--- config.mk ---
export PLATFORM = sky130hd
export DESIGN_NAME = mul_div_sequencer
export DESIGN_NICKNAME = d
export VERILOG_FILES = /design/src/rtl/mul_div_sequencer.sv
export SDC_FILE = /design/constraint.sdc
export NUM_CORES = 1
export LEC_CHECK = 0
export CORE_UTILIZATION = 29
export DETAILED_ROUTE_END_ITERATION = 10
export PLACE_DENSITY = 0.77
export SLEW_MARGIN = 40
export SYNTH_ARGS = -nofsm -noshare
export SYNTH_HDL_FRONTEND = slang
export SYNTH_SLANG_ARGS = --single-unit
--- constraint.sdc ---
create_clock -name clk -period 1.65 [get_ports clk]
set_input_delay 0.2475 -clock clk [delete_from_list [all_inputs] [get_ports clk]]
set_output_delay 0.2475 -clock clk [all_outputs]
set_load 0.01 [all_outputs]
--- src/rtl/mul_div_sequencer.sv ---
`default_nettype none
// ============================================================================
// Module   : mul_div_sequencer
// Brief    : Hardwired fetch/execute control FSM steering the Phase-1
//            datapath through one MUL or DIV instruction (T0..T6).
// Revision : 1.0  initial release
// ============================================================================
module mul_div_sequencer #(
  parameter logic [4:0]  MUL_OPC = 5'b01111,
  parameter logic [4:0]  DIV_OPC = 5'b10000,
  parameter logic [3:0]  ALU_MUL = 4'd12,
  parameter logic [3:0]  ALU_DIV = 4'd13,
  parameter int unsigned MUL_LAT = 1,
  parameter int unsigned DIV_LAT = 4
) (
  input  logic        clk,
  input  logic        clr,
  input  logic        start,
  input  logic        mem_rdy,
  input  logic [31:0] ir,
  output logic [31:0] enable,
  output logic [31:0] busSelect,
  output logic [3:0]  Control_Signals,
  output logic        MD_Read,
  output logic        busy,
  output logic        done,
  output logic        illegal
);

  // enable bit positions
  localparam logic [4:0] c_en_hi    = 5'd16;
  localparam logic [4:0] c_en_lo    = 5'd17;
  localparam logic [4:0] c_en_pc    = 5'd20;
  localparam logic [4:0] c_en_mdr   = 5'd21;
  localparam logic [4:0] c_en_ir    = 5'd23;
  localparam logic [4:0] c_en_z     = 5'd24;
  localparam logic [4:0] c_en_mar   = 5'd25;
  localparam logic [4:0] c_en_y     = 5'd27;
  localparam logic [4:0] c_en_incpc = 5'd28;
  // busSelect bit positions
  localparam logic [4:0] c_bs_zhi   = 5'd18;
  localparam logic [4:0] c_bs_zlo   = 5'd19;
  localparam logic [4:0] c_bs_pc    = 5'd20;
  localparam logic [4:0] c_bs_mdr   = 5'd21;

  // T4 counter preloads: dwell is LAT cycles, so the counter runs LAT-1 .. 0
  localparam logic [3:0] c_mul_cnt = 4'(MUL_LAT - 1);
  localparam logic [3:0] c_div_cnt = 4'(DIV_LAT - 1);

  typedef enum logic [2:0] {
    S_IDLE = 3'd0,
    S_T0   = 3'd1,
    S_T1   = 3'd2,
    S_T2   = 3'd3,
    S_T3   = 3'd4,
    S_T4   = 3'd5,
    S_T5   = 3'd6,
    S_T6   = 3'd7
  } state_t;

  state_t     r_state;
  state_t     w_next_state;
  logic [3:0] r_ra;
  logic [3:0] r_rb;
  logic       r_is_div;
  logic [3:0] r_cnt;

  logic       w_is_mul;
  logic       w_is_div;
  logic       w_legal;
  logic       w_unused_bits;

  assign w_is_mul      = (ir[31:27] == MUL_OPC);
  assign w_is_div      = (ir[31:27] == DIV_OPC);
  assign w_legal       = w_is_mul | w_is_div;
  assign w_unused_bits = ^{ir[18:0], r_ra};

  always_ff @(posedge clk or negedge clr) begin
    if (!clr) begin
      r_state  <= S_IDLE;
      r_ra     <= 4'd0;
      r_rb     <= 4'd0;
      r_is_div <= 1'b0;
      r_cnt    <= 4'd0;
    end else begin
      r_state <= w_next_state;
      // Operand fields are captured once so later IR changes cannot disturb T4..T6
      if (r_state == S_T3 && w_legal) begin
        r_ra     <= ir[26:23];
        r_rb     <= ir[22:19];
        r_is_div <= w_is_div;
        r_cnt    <= w_is_div ? c_div_cnt : c_mul_cnt;
      end else if (r_state == S_T4 && r_cnt != 4'd0) begin
        r_cnt <= r_cnt - 4'd1;
      end
    end
  end

  always_comb begin
    w_next_state    = r_state;
    enable          = 32'd0;
    busSelect       = 32'd0;
    Control_Signals = 4'd0;
    MD_Read         = 1'b0;
    done            = 1'b0;
    illegal         = 1'b0;
    case (r_state)
      S_IDLE: begin
        if (start) w_next_state = S_T0;
      end
      S_T0: begin
        busSelect[c_bs_pc]  = 1'b1;
        enable[c_en_mar]    = 1'b1;
        enable[c_en_incpc]  = 1'b1;
        enable[c_en_z]      = 1'b1;
        w_next_state        = S_T1;
      end
      S_T1: begin
        busSelect[c_bs_zlo] = 1'b1;
        enable[c_en_pc]     = 1'b1;
        enable[c_en_mdr]    = 1'b1;
        MD_Read             = 1'b1;
        if (mem_rdy) w_next_state = S_T2;
      end
      S_T2: begin
        busSelect[c_bs_mdr] = 1'b1;
        enable[c_en_ir]     = 1'b1;
        w_next_state        = S_T3;
      end
      S_T3: begin
        if (w_legal) begin
          busSelect[{1'b0, ir[26:23]}] = 1'b1;
          enable[c_en_y]               = 1'b1;
          w_next_state                 = S_T4;
        end else begin
          illegal      = 1'b1;
          w_next_state = S_IDLE;
        end
      end
      S_T4: begin
        busSelect[{1'b0, r_rb}] = 1'b1;
        enable[c_en_z]          = 1'b1;
        Control_Signals         = r_is_div ? ALU_DIV : ALU_MUL;
        if (r_cnt == 4'd0) w_next_state = S_T5;
      end
      S_T5: begin
        busSelect[c_bs_zlo] = 1'b1;
        enable[c_en_lo]     = 1'b1;
        w_next_state        = S_T6;
      end
      S_T6: begin
        busSelect[c_bs_zhi] = 1'b1;
        enable[c_en_hi]     = 1'b1;
        done                = 1'b1;
        w_next_state        = start ? S_T0 : S_IDLE;
      end
      default: begin
        w_next_state = S_IDLE;
      end
    endcase
  end

  assign busy = (r_state != S_IDLE);

endmodule
`default_nettype wire

==> results.md <==
* TritonCTS clock tree: built
* Largest net degree at the start of global routing at 13
* Switching part of the total power at 40.3%
* Vias in the first global route at 1095
* Max transition margin at 63.5%
* Area of the multi-input gates at 866 µm²
* Synth area leader: buf_4
* Total number of vias at roughly 1200
* Final Slew Violations at 0
* Status: complete, but fails checks
* H-tree Lvls at 1
* Initial drt markers at 52
* CP max FO at 4
* # IOs at 108
* Design internal power at 1.26 mW
* Cell Chain, Critical Path: and3b_2 -> or3b_4 -> o22ai_2 -> buf_2
* Post-synth EDFFs at 0
* Root buf cell: clkbuf_8
* I/O Buffers at 52
* Die width at 67.9 µm
* Rows at 23
* Slew of the pin with the lowest slew margin at about 0.55 ns
* All-Layer GR Usage at 13.8%
* Peak VDD IR at between 0.3 and 0.4 mV
* XOR/XNOR share of the synthesized area at 1.39%
* Setup TNS at -2.01 ns
* Post-synthesis mux area share at between 6 and 7%
* Die height at 67.9 µm
* Vias per std cell at about 4.5
* Final wirelength at 3.26 mm
* Area delta synth->final at 56.1%
* Hold Slack at 0.369 ns
* Setup violations, final at 16
* WP data arrival at around 1.6 ns
* Die ar. at around 4600 µm²
* Largest family of logic cells by synthesized area: buffers and inverters
* HPWL after DPL at 2.38 mm
* CTS sink cnt at 12
* Startpoint Class: register
* Layout fillers at 402
* Hold Vio Cnt, Final at 0
* Gate power share at a little under two thirds
* Cell Count Post-Placement at between 200 and 300
* Worst Path Required at 1.40 ns
* GRT overflow at 0
* CP Capture Type: output port
* Post-Synth Simple-Gate Area at 20.5%
* Flops & latches, synth at 12
* Tmin final at 1.87 ns
* RSZ-0062 raised after global routing: yes
* Post-synthesis compound-gate area fraction at around 15%
* Top_reg_cell synth: dfrtp_1
* Clock network power share at a little under an eighth
* Fin crit share at 113%
* Cell with the most instances after synthesis: buf_4
* Mapped cell area at 1260 µm²
* Post-synthesis sequential area ratio at 23.8%
* CP Buf/Inv Count at 1
* Initial Util at 30.8%
* Gpl congestion at 0.728
* Total CTS buffers at 3
* Gate Count Post-Synth at 148
* First-pass GRT wire length at approximately 4.9 mm
* Top delay family on crit path: simple AND/OR/NAND/NOR gates
* Antenna Nets Post-Route at 0
* Mean routed wirelength per cell at 11.8 µm
* Clock Pin Slew Worst Setup and Hold Paths at ~0.05 ns
* Unique masters post-synth at 38
* Seq pwr share at 24.5%
* Most frequent cells after synthesis: buf_4, o22ai_1, dfrtp_1
* Fin cells at approximately 280
* Area contributors post-synth: buf_4, dfrtp_1, o22ai_1
* Initial antenna violation count at 0
* Failing checks: negative setup slack
* DRC errors left at 0
* Switch Pwr at approximately 0.85 mW
* PnR worst setup slack at -0.217 ns
* Nets at 266
* Worst min path class: input pin to async pin
* Cell Pwr Density at 1080 nW/µm²
* WS Path Type: register to output port
* Leakage at 0.984 nW
* CTS Hold Buffers Added at 0
* FMAX at around 0.54 GHz
* Critical path's slowest cell: or3b_4
* Clock Skew at 0.00223 ns
* Post-synthesis adder-cell area fraction at 1.99%
* # diodes at 0
* Post-synth top area share at ~27%
* Async SR Flop Fraction at 100%
* Avg Cell Area, Syn at 8.51 µm²
* Worst-skew pair later-pin latency at roughly 0.23 ns
* Max Cap Viol at 0
* CP max stage delay at 0.43 ns
* Clock buffer depth at 2
* Drt first pass iters at 4
* Core area at approximately 4100 µm²
* Seq. cell area at 300 µm²
* Layout cells sized above 1 at between 40% and 50%
* Yosys warning count at 0
==> power groups by stage <==
stage	clock [mW]	combinational, mW	sequential [mW]
3_5_place_dp	0	1.31	0.512
6_report	0.255	1.34	0.518
2_1_floorplan	0	0.824	0.506
5_1_grt	0.282	1.47	0.532
3_3_place_gp	0	1.29	0.508
4_1_cts	0.263	1.32	0.516
==> cells by family after synthesis <==
group	after synthesis
adders and majority gates	2
xor gates and xnor gates	2
AOI/OAI and AO/OA	27
buffers and inverters	54
and+or+nand+nor	44
muxes	6
other	1
DFF	12
==> layout make-up <==
cell class | count | area share (%)
inverter | 5 | 0.954
tap | 50 | 3.18
clock buffer | 3 | 2.10
timing repair buffer | 89 | 34.5
multi-input combinational | 117 | 44.0
sequential | 12 | 15.3
==> repair_timing <==
item | in CTS | in global routing
gates resized for setup | 127 | 34
setup endpoints to repair | 46 | 39
pin swaps | 13 | 10
buffers inserted | 15 | 2
==> final timing paths <==
| kind | startpoint | endpoint | slack (ns) | cells after the start |
|---|---|---|---|---|
| worst min register to register | r_cnt[3] | r_cnt[3] | 0.55 | 2 |
| min in group clk | ir[31] | r_cnt[1] | 0.52 | 3 |
| worst min-delay path | clr | r_cnt[2] | 0.37 | 1 |
| worst max register to register | r_state[0] | r_rb[2] | 0.06 | 7 |
| max in group asynchronous | clr | r_cnt[1] | 0.92 | 1 |
| worst max-delay path | r_state[1] | busSelect[0] | -0.22 | 4 |
==> per-layer routing <==
layer	vias up	track usage, %	routed length, µm
li1	602	-	-
met1	571	14.9	1260
met2	55	26.6	1730
met3	4	2.67	261
met4	0	3.91	18
met5	-	0	0
==> sequential cells by signal (all words and copies together), names as in the netlist <==
signal    flops
r_cnt         4
r_rb          4
r_state       3
r_is_div      1
==> stage by stage <==
stage	instance area [µm²]	util [%]	setup WS (ns)	power, mW
finish	1970	48.1	-0.217	2.12
global route	1970	48.1	-0.277	2.29
CTS	1920	47.0	-0.217	2.10
detailed placement	1800	44.0	-0.893	1.83
global placement	1800	44.0	-0.845	1.80
floorplan	1440	-	-0.0408	1.33
==> cells in the final DEF (no fill, tap or decap), types with 3 or more instances in the layout <==
| cell | count |
|---|---|
| o22ai_1 | 6 |
| buf_6 | 9 |
| nand2b_1 | 6 |
| nor2_1 | 5 |
| mux2_4 | 5 |
| buf_4 | 29 |
| clkdlybuf4s50_1 | 11 |
| buf_2 | 19 |
| dfrtp_1 | 12 |
| o22ai_2 | 10 |
| clkbuf_2 | 10 |
| dlygate4sd2_1 | 9 |
| clkbuf_8 | 3 |
| nand2_1 | 4 |
| conb_1 | 36 |
| inv_1 | 5 |
Note: power is estimated with default switching activity, not from simulation.
